$ cat src/rtl/bcd_countdown_timer_if.sv
// rtl/bcd_countdown_timer_if.sv - control and display bundle for the MM:SS countdown timer
interface bcd_countdown_timer_if;
  logic        clear;
  logic        load;
  logic [15:0] preset;
  logic        start_stop;
  logic [15:0] digits;
  logic        running;
  logic        done;
  logic        expired;

  modport master (
    output clear, load, preset, start_stop,
    input  digits, running, done, expired
  );

  modport slave (
    input  clear, load, preset, start_stop,
    output digits, running, done, expired
  );
endinterface

$ cat src/rtl/bcd_countdown_timer.sv
// rtl/bcd_countdown_timer.sv - four-digit BCD MM:SS countdown with prescaler and expiry flag
module bcd_countdown_timer #(
  parameter int DIV_COUNT = 100_000_000,
  localparam int PW = $clog2(DIV_COUNT)
) (
  input logic                  clk,
  input logic                  rst_n,
  bcd_countdown_timer_if.slave bus
);

  typedef enum logic [1:0] {
    IDLE  = 2'd0,
    RUN   = 2'd1,
    PAUSE = 2'd2,
    DONE  = 2'd3
  } state_t;

  localparam logic [PW-1:0] PRESC_LAST = PW'(DIV_COUNT - 1);

  state_t        state, state_n;
  logic [15:0]   digits, digits_n;
  logic [PW-1:0] presc, presc_n;
  logic          expired, expired_n;
  logic [15:0]   digits_dec;
  logic [15:0]   preset_clean;

  function automatic logic [3:0] clamp(input logic [3:0] v, input logic [3:0] max);
    return (v > max) ? max : v;
  endfunction

  // One second off MM:SS; each nibble only moves when everything below it borrowed.
  function automatic logic [15:0] bcd_dec(input logic [15:0] d);
    logic [3:0] su, st, mu, mt;
    logic       b;
    {mt, mu, st, su} = d;
    b = (su == 4'd0);
    su = b ? 4'd9 : su - 4'd1;
    if (b) begin
      b = (st == 4'd0);
      st = b ? 4'd5 : st - 4'd1;
    end
    if (b) begin
      b = (mu == 4'd0);
      mu = b ? 4'd9 : mu - 4'd1;
    end
    if (b) mt = mt - 4'd1;
    return {mt, mu, st, su};
  endfunction

  assign digits_dec   = bcd_dec(digits);
  assign preset_clean = {clamp(bus.preset[15:12], 4'd5), clamp(bus.preset[11:8], 4'd9),
                         clamp(bus.preset[7:4],   4'd5), clamp(bus.preset[3:0],  4'd9)};

  always_ff @(posedge clk or negedge rst_n) begin
    if (!rst_n) begin
      state   <= IDLE;
      digits  <= 16'h0000;
      presc   <= '0;
      expired <= 1'b0;
    end else begin
      state   <= state_n;
      digits  <= digits_n;
      presc   <= presc_n;
      expired <= expired_n;
    end
  end

  always_comb begin
    state_n   = state;
    digits_n  = digits;
    presc_n   = presc;
    expired_n = 1'b0;
    if (bus.clear) begin
      state_n  = IDLE;
      digits_n = 16'h0000;
      presc_n  = '0;
    end else if (bus.load && state != RUN) begin
      state_n  = IDLE;
      digits_n = preset_clean;
      presc_n  = '0;
    end else if (bus.start_stop) begin
      unique case (state)
        IDLE: begin
          if (digits != 16'h0000) begin
            state_n = RUN;
            presc_n = '0;
          end
        end
        RUN:     state_n = PAUSE;
        PAUSE:   state_n = RUN;
        default: state_n = state;
      endcase
    end else if (state == RUN) begin
      if (presc == PRESC_LAST) begin
        presc_n = '0;
        if (digits_dec == 16'h0000) begin
          digits_n  = 16'h0000;
          state_n   = DONE;
          expired_n = 1'b1;
        end else begin
          digits_n = digits_dec;
        end
      end else begin
        presc_n = presc + 1'b1;
      end
    end
  end

  assign bus.digits  = digits;
  assign bus.running = (state == RUN);
  assign bus.done    = (state == DONE);
  assign bus.expired = expired;

endmodule

$ cat src/flat_wrapper.sv
// flat-port wrapper written by rule: the top's interface ports become plain ports
module bcd_countdown_timer_flat 
#(
  parameter int DIV_COUNT = 100_000_000,
  localparam int PW = $clog2(DIV_COUNT)
)
  (clk, rst_n, bus_clear, bus_load, bus_preset, bus_start_stop, bus_digits, bus_running, bus_done, bus_expired);
  bcd_countdown_timer_if bus_i ();
  input logic clk;
  input logic rst_n;
  input wire logic [$bits(bus_i.clear)-1:0] bus_clear;
  input wire logic [$bits(bus_i.load)-1:0] bus_load;
  input wire logic [$bits(bus_i.preset)-1:0] bus_preset;
  input wire logic [$bits(bus_i.start_stop)-1:0] bus_start_stop;
  output wire logic [$bits(bus_i.digits)-1:0] bus_digits;
  output wire logic [$bits(bus_i.running)-1:0] bus_running;
  output wire logic [$bits(bus_i.done)-1:0] bus_done;
  output wire logic [$bits(bus_i.expired)-1:0] bus_expired;
  assign bus_i.clear = bus_clear;
  assign bus_i.load = bus_load;
  assign bus_i.preset = bus_preset;
  assign bus_i.start_stop = bus_start_stop;
  assign bus_digits = bus_i.digits;
  assign bus_running = bus_i.running;
  assign bus_done = bus_i.done;
  assign bus_expired = bus_i.expired;
  bcd_countdown_timer #(.DIV_COUNT(DIV_COUNT)) u_core (.clk(clk), .rst_n(rst_n), .bus(bus_i));
endmodule
$ cat config.mk
export PLATFORM = sky130hd
export DESIGN_NAME = bcd_countdown_timer_flat
export DESIGN_NICKNAME = d
export VERILOG_FILES = /design/src/rtl/bcd_countdown_timer_if.sv /design/src/rtl/bcd_countdown_timer.sv /design/src/flat_wrapper.sv
export SDC_FILE = /design/constraint.sdc
export NUM_CORES = 1
export LEC_CHECK = 0
export BUFFER_PORTS_ARGS = -buffer_cell sky130_fd_sc_hd__buf_2
export CORE_ASPECT_RATIO = 0.9
export CORE_MARGIN = 4
export CORE_UTILIZATION = 45
export DETAILED_ROUTE_END_ITERATION = 8
export SKIP_LAST_GASP = 1
export SYNTH_ARGS = -nofsm -noshare
export SYNTH_HDL_FRONTEND = slang
export SYNTH_SLANG_ARGS = --single-unit
export TNS_END_PERCENT = 30
$ cat constraint.sdc
create_clock -name clk -period 2.88 [get_ports clk]
set_clock_uncertainty 0.05 [all_clocks]
set_input_delay 0.576 -clock clk [delete_from_list [all_inputs] [get_ports clk]]
set_output_delay 0.576 -clock clk [all_outputs]
set_load 0.02 [all_outputs]
==> reports/metrics.cfg, run 1 <==
[run_status]
status=finished, final reports clean

[yosys]
synth_edf_count=0
async_reset_ff_share_pct=100
synthAdderAreaFrac_pct=2.46
synthTopCellsByCount=dfrtp_1, nor2_1, nand2_1
yosysUniqueCellTypes=63
yosysWarnings=0
synth-compound-area-share_pct=16.7
synthCells=358
synthXorXnorAreaFrac_pct=4.02
synthTopCellsByArea=dfrtp_1, nor2_1, xnor2_1
synth-main-ff-cell=dfrtp_1
yosysMostFrequentCell=dfrtp_1
synth.cell_area_sq_um=3050
yosys_register_bits=46
synth_top_family_by_area=simple AND/OR/NAND/NOR gates
synth_simple_gate_area_share_pct=33.9
synth.area.mux_share_pct=1.35
syn-num-nets=385
yosysSeqAreaShare_pct=37.8
yosysTopAreaCell=dfrtp_1
synth_top_area_share_pct=37.8
syn_area_per_cell_sq_um=8.52

[placement]
dp_hpwl_microns=5720
portBuffers=39
dp_slack_ns=0.276
gp_congestion=0.865

[hold_path]
min_path_type=input port to async pin

[worst_setup_path]
path_max_fanout=18
critPathKind=flip-flop to flip-flop
crit_path_end_kind=flip-flop
r2r_start=u_core.presc[14]
cp.required_ns=3.08
cp-start-kind=flip-flop
cp.arrival_ns=2.82
crit_start=u_core.presc[14]

[finish]
nets=429
drive_gt1_share_pct=17.9
diodes=0
flow.area_growth_from_synthesis_pct=13.8

[clocking]
clock_path_buffers=2
hold_buffers=0
clk_pin_slew_worst_paths_ns=0.10
cts_tree=built
root_buffer=clkbuf_8
cts_buffers=5
cts_setup_buffers=0
cts_sinks=46
clock_latency_ns=0.30
htreeDepth=2
post_cts_resized=0

[floorplan]
coreArea_sq_um=6590
ioPinCount=40
die_h_microns=86.1
fp.dieArea_sq_um=8160
die_w_microns=94.8
rows=28
initial_utilization_pct=46.3

[drt]
first_pass_iters=4
drc_errors=0
drtIter0Drc=189
antenna_left=0
via_per_inst=5.87
wl_per_cell_microns=16.4
finalWirelength_microns=8060
vias=2893

[timing]
setup_viol=0
max_freq_ghz=0.382
hold_viol=0
final.period_utilization_pct=90.9
rsz0062_at_grt=no
drv_slew=0
worstMarginPinSlew_ns=0.859
setup_ws_ns=0.262
fin_crit_ns=2.62
setup_tns_ns=0
slew_headroom_pct=42.5

[pwr]
combPwrFrac_pct=28.3
sw_frac_of_total_pct=36.0
vdd_ir_drop_max_mv=0.329
seq_power_share_pct=46.1
p_per_area_nw_per_um2=464
p_leak_nw=1.46
p_switching_mw=0.580
power_frac_clock_pct=25.6
intPower_mw=1.03

[grt]
grt_use_total_pct=21.2
antenna_found_initial=0
grt_pass1_wl_microns=13800
grt_max_degree=47
grt-ovfl-total=0
grt_pass1_vias=2721

[flow_run]
maxCapViolCount=0

-- through the flow --
step	hold WS (ns)	cell area [sq um]	instances	util, %	total power [mW]
after floorplan	0.230	3050	358	-	1.04
after global placement	0.435	3380	485	51.4	1.20
after detailed placement	0.441	3380	485	51.4	1.21
after CTS	0.333	3470	493	52.7	1.63
after global routing	0.357	3470	493	52.7	1.72
final	0.303	3470	493	52.7	1.61
-- area by class of cell --
cell class              count  area [sq um]
multi-input cells         287          1790
repair buffers             53           300
clock buffers               6          72.6
well taps                  90           113
inverters                   9          33.8
clock inverters             2          13.8
fillers                   663          3120
flip-flops and latches     46          1150
-- cell families (layout without fill, tap and decap cells) --
family          Yosys count  after routing
compound gates           78             78
xor+xnor                 14             14
fa+ha+maj                 6              6
buf+inv                  25             70
flops                    46             46
mux                       4              4
simple gates            185            185
-- routing by layer --
metal	global-route usage, %	wire, microns
met4	5.64	91
met2	31.1	3470
met5	0	0
met3	3.33	397
met1	32.4	4100
-- state kept, by name (all words and copies together) (netlist names) --
signal              flops
u_core.presc           27
u_core.bus.digits      16
u_core.state            2
u_core.bus.expired      1
-- final timing paths --
| kind | end | slack, ns | cells after the start |
|---|---|---|---|
| worst max register to register | u_core.bus.digits[1] | 0.26 | 7 |
| worst max-delay path | u_core.bus.digits[1] | 0.26 | 7 |
| worst min-delay path | u_core.bus.digits[1] | 0.30 | 2 |
| max in group asynchronous | u_core.presc[0] | 2.05 | 2 |
| min in group clk | u_core.presc[6] | 0.46 | 1 |
| worst min register to register | u_core.presc[6] | 0.46 | 1 |
-- critical path, stage by stage, from the launching register on --
cell,delay [ns]
dfrtp_1,0.41
nand4_1,0.20
or4b_1,0.58
nor3_2,0.20
a31oi_2,0.37
buf_4,0.30
or4_1,0.39
nand2_1,0.07
-- power by group through the flow --
stage	clock [mW]	sequential [mW]	combinational (mW)
floorplan	0	0.781	0.264
global placement	0	0.754	0.448
detailed placement	0	0.755	0.455
CTS	0.426	0.742	0.458
global route	0.458	0.752	0.505
finish	0.412	0.743	0.456
-- cell usage in the layout, fill, tap and decap left out, types with 8 or more instances in the layout --
cell / synthesis / final
dfrtp_1: 46 / 46
nor2_1: 41 / 41
buf_2: 4 / 39
nand2_1: 29 / 29
nor3_1: 18 / 18
o21ai_0: 18 / 18
nand3_1: 15 / 15
a21oi_1: 15 / 15
xnor2_1: 14 / 14
buf_4: 3 / 14
nand4_1: 12 / 12
nor4_1: 11 / 11
inv_1: 9 / 9
or3_1: 8 / 8
Power figures use the tool's default switching activity.
==> run 2, diff against run 1 <==
- MAX_ROUTING_LAYER: not set -> met4
- REMOVE_ABC_BUFFERS: not set -> 1
==> run 2 against run 1 <==
  * Utilization rose by 0.15 points
  * Sequential share of layout area fell by 0.095 points
  * Total power rose by 1.2%
  * Critical endpoint is now u_core.presc[0]
  * Cell count fell by 0.20%
  * Maximum frequency rose by 1.8%
  * Highest routed layer unchanged
  * Largest power group unchanged
  * Via count fell by 0.31%
  * Worst hold slack got worse by 0.067 ns
==> reports/metrics.cfg, run 2 (same netlist as run 1, synthesis figures left out) <==
[clocking]
hold_buffers=0
cts_sinks=46
cts_tree=built
root_buffer=clkbuf_8
htreeDepth=2
cts_setup_buffers=0
cts_buffers=5
clock_latency_ns=0.31
clk_pin_slew_worst_paths_ns=0.09
clock_path_buffers=2

[grt]
grt-ovfl-total=0
grt_use_total_pct=22.1
grt_pass1_vias=2734
met2_usage_pct=31.8
antenna_found_initial=0
use_met3_pct=3.42
grt_pass1_wl_microns=13800
grt_busiest_layer=met1
use_met1_pct=31.9
grt_max_degree=29

[pwr]
p_leak_nw=1.47
vdd_ir_drop_max_mv=0.257
p_switching_mw=0.578
seq_power_share_pct=45.7
sw_frac_of_total_pct=35.5
intPower_mw=1.05
power_frac_clock_pct=26.6
combPwrFrac_pct=27.7
p_per_area_nw_per_um2=468

[floorplan]
ioPinCount=40
fp.dieArea_sq_um=8160
die_w_microns=94.8
coreArea_sq_um=6590
die_h_microns=86.1
initial_utilization_pct=46.3
rows=28

[flow_run]
maxCapViolCount=0

[placement]
portBuffers=39
dpl_cell_area_sq_um=3380
dp_hpwl_microns=5870
gp_congestion=0.853

[worst_setup_path]
path_max_fanout=7
cp-start-kind=flip-flop
crit_end=u_core.presc[0]
worst_r2r_endpoint=u_core.presc[0]
r2r_start=u_core.presc[13]
crit_path_end_kind=flip-flop
critPathKind=flip-flop to flip-flop
cp.arrival_ns=2.73
worstRegToRegCells=6
r2r_slack_ns=0.31
crit_start=u_core.presc[13]
cp.required_ns=3.04

[timing]
fin_crit_ns=2.57
worstMarginPinSlew_ns=0.661
rsz0062_at_grt=no
setup_viol=0
final.period_utilization_pct=89.4
slew_headroom_pct=55.9
drv_slew=0
hold_viol=0
max_freq_ghz=0.389
setup_tns_ns=0

[finish]
drive_gt1_share_pct=17.9
num-fill-cells=642
reg_top3=u_core.presc x27, u_core.bus.digits x16, u_core.state x2
final_common_cell=dfrtp_1
largest_reg_flops=27
diodes=0
largest-register=u_core.presc
layout_common_cells=dfrtp_1, nor2_1, buf_2
final_cell_area_sq_um=3480
fin_util_pct=52.8
flow.area_growth_from_synthesis_pct=14.2
nets=428

[drt]
first_pass_iters=5
drc_errors=0
wl_per_cell_microns=16.1
finalWirelength_microns=7920
via_per_inst=5.86
vias=2884
drtIter0Drc=167
antenna_left=0

[run_status]
status=finished, final reports clean

[hold_path]
min_path_type=input port to async pin

-- run 2: power by group through the flow --
stage,clock network [mW],registers (mW),logic (mW)
after floorplan,0,0.781,0.251
after global placement,0,0.752,0.440
after detailed placement,0,0.754,0.446
after CTS,0.449,0.741,0.447
after global routing,0.475,0.753,0.507
final,0.434,0.744,0.450
-- run 2: metrics by stage --
step / cells / worst slack, ns / power (mW) / hold WS, ns
2_1_floorplan: 342 / 0.0126 / 1.03 / 0.230
5_1_grt: 492 / 0.0734 / 1.74 / 0.289
3_5_place_dp: 484 / 0.307 / 1.20 / 0.437
3_3_place_gp: 484 / 0.347 / 1.19 / 0.433
6_report: 492 / 0.307 / 1.63 / 0.236
4_1_cts: 492 / 0.265 / 1.64 / 0.261
-- run 2: repair_timing --
item / 4_1_cts / 5_1_grt
setup endpoints to repair: 0 / 1
hold endpoints to repair: 0 / 0
resized for setup: 0 / 1
-- run 2: worst min-delay path by stage --
stage	from	to	slack [ns]	cells past startpoint
after global placement	u_core.presc[6]	u_core.presc[6]	0.43	1
after CTS	rst_n	u_core.presc[17]	0.26	1
after floorplan	rst_n	u_core.bus.digits[0]	0.23	0
after detailed placement	u_core.presc[6]	u_core.presc[6]	0.44	1
final	rst_n	u_core.presc[17]	0.24	1
after global routing	rst_n	u_core.presc[17]	0.29	1
-- run 2: routing by layer --
layer  part of all wire (%)  wire length [microns]
met3                    4.6                    368
met1                     51                   4020
met4                    1.6                    123
met2                     43                   3400
met5                      0                      0
-- run 2: cell type report --
class | count | area [sq um] | share of cell area (%)
clock buffer | 6 | 82.6 | 2.37
clock inverter | 2 | 12.5 | 0.359
inverter | 9 | 33.8 | 0.971
multi-input combinational | 287 | 1800 | 51.6
sequential | 46 | 1150 | 33.1
tap | 90 | 113 | 3.24
timing repair buffer | 52 | 293 | 8.41
-- run 2: worst max-delay path: stages (launching register included) --
cell     delay [ns]
dfrtp_1        0.42
nand4_1        0.22
or4b_1         0.61
nor4_1         0.37
or2_1          0.38
nor2_2         0.13
mux2_2         0.28
==> run 3, diff against run 2 <==
- RECOVER_POWER: not set -> 50
==> run 3 against run 2 <==
  * Sequential cell count is the same
  * Via count decreased by 0.49%
  * The flow now finishes with violations (capacitance limit, slew limit)
  * First-iteration DRC count increased by 13%
  * Highest routed layer unchanged
  * Count of clock-buffer cells in the layout unchanged
  * Total power fell by 0.41%
  * Wire length decreased by 0.37%
  * Utilization fell by 0.30 points
  * Worst hold slack gained 0.21 ns
  * Largest cell class unchanged
  * Non-clock buffer count is the same
  * Sequential power barely moved
  * Clock power is essentially flat
==> reports/metrics.cfg, run 3 (same netlist as run 1, synthesis figures left out) <==
[worst_setup_path]
cp.arrival_ns=2.77
cpPeakStageDelay_ns=0.52
worstRegToRegCells=8
critPathKind=flip-flop to flip-flop
cp.required_ns=3.08
crit_chain=inv_1, ha_1, or4b_4, nor3_1, o31ai_1, a31o_1, or4_1, nand2_1
path_max_fanout=6
crit_end=u_core.bus.digits[1]
cp-start-kind=flip-flop
crit_start=u_core.bus.digits[0]
worst_r2r_endpoint=u_core.bus.digits[1]
r2r_slack_ns=0.31
crit_path_end_kind=flip-flop
crit_slowest_cell=or4b_4
r2r_start=u_core.bus.digits[0]

[clocking]
clock_path_buffers=2
cts_tree=built
post_cts_resized=0
cts_sinks=46
clock_latency_ns=0.31
cts_buffers=5
hold_buffers=0
cts_setup_buffers=0
root_buffer=clkbuf_8
htreeDepth=2
clk_pin_slew_worst_paths_ns=0.09

[pwr]
vdd_ir_drop_max_mv=0.256
p_leak_nw=1.42
p_per_area_nw_per_um2=469

[grt]
grt_pass1_wl_microns=13800
grt_pass1_vias=2734
grt-ovfl-total=0
grt_max_degree=29
grt_use_total_pct=22.1
antenna_found_initial=0

[timing]
hold_viol=0
slew_headroom_pct=-5.25
setup_tns_ns=0
rsz0062_at_grt=no
drv_slew=29
worstMarginPinSlew_ns=1.58
fin_crit_ns=2.57
final.period_utilization_pct=89.2
max_freq_ghz=0.389
setup_viol=0

[finish]
diodes=0
layout_common_cells=dfrtp_1, nor2_1, nand2_1, buf_2
nets=428
reg_top3=u_core.presc x27, u_core.bus.digits x16, u_core.state x2
largest-register=u_core.presc
final_common_cell=dfrtp_1
flow.area_growth_from_synthesis_pct=13.5
drive_gt1_share_pct=14.9
finalNonFillerCells=492
largest_reg_flops=27
num-fill-cells=646

[drt]
drc_errors=0
via_per_inst=5.83
wl_per_cell_microns=16.0
first_pass_iters=4
finalWirelength_microns=7890
drtIter0Drc=189
antenna_left=0
vias=2870

[placement]
dpl.cell_count=484
gp_congestion=0.853
portBuffers=39
dp_hpwl_microns=5870

[flow_run]
maxCapViolCount=1

[floorplan]
die_w_microns=94.8
initial_utilization_pct=46.3
coreArea_sq_um=6590
rows=28
die_h_microns=86.1
ioPinCount=40
fp.dieArea_sq_um=8160

[hold_path]
min_path_type=flip-flop to flip-flop

[run_status]
status=complete, but fails checks
violations=capacitance limit, slew limit

[run 3: final cells by class]
class                      count  area, sq um  share of cell area, %
timing repair buffer          52          273                   7.88
clock inverter                 2         12.5                  0.362
tap                           90          113                   3.25
multi-input combinational    287         1800                   51.9
inverter                       9         33.8                  0.976
sequential                    46         1150                   33.3
clock buffer                   6         82.6                   2.39
[run 3: routing by layer]
metal,wire length (microns),part of all wire (%),GRT usage (%)
met2,3420,43,31.8
met1,3990,51,31.9
met3,382,4.8,3.42
met4,102,1.3,6.82
met5,0,0,-
[run 3: how the worst min path moves through the flow]
| stage | startpoint | endpoint | slack (ns) | cells after the start |
|---|---|---|---|---|
| floorplan | rst_n | u_core.bus.digits[0] | 0.23 | 0 |
| finish | u_core.presc[6] | u_core.presc[6] | 0.45 | 1 |
| global placement | u_core.presc[6] | u_core.presc[6] | 0.43 | 1 |
| CTS | rst_n | u_core.presc[17] | 0.26 | 1 |
| global route | bus_preset[8] | u_core.bus.digits[8] | 0.47 | 3 |
| detailed placement | u_core.presc[6] | u_core.presc[6] | 0.44 | 1 |
[run 3: stage by stage]
stage	power, mW	cell area [sq um]	utilization (%)	setup WS, ns	hold WS, ns
floorplan	1.03	2970	-	0.0126	0.230
detailed placement	1.20	3380	51.3	0.307	0.437
global route	1.73	3460	52.5	0.0734	0.474
global placement	1.19	3380	51.3	0.347	0.433
finish	1.62	3460	52.5	0.311	0.448
CTS	1.64	3470	52.7	0.265	0.261
[run 3: report_power, final]
group / leakage [nW] / internal, mW / total (mW) / switching (mW)
clock network: 0.0472 / 0.193 / 0.433 / 0.240
registers: 0.628 / 0.680 / 0.745 / 0.0650
logic: 0.746 / 0.171 / 0.444 / 0.273
[run 3: worst max-delay path: cells and delay by family (launching register included)]
| family | cells | cell delay [ns] |
|---|---|---|
| AOI/OAI and AO/OA | 2 | 0.44 |
| buffers and inverters | 1 | 0.12 |
| and+or+nand+nor | 4 | 1.24 |
| adders and majority gates | 1 | 0.22 |
| DFF | 1 | 0.44 |
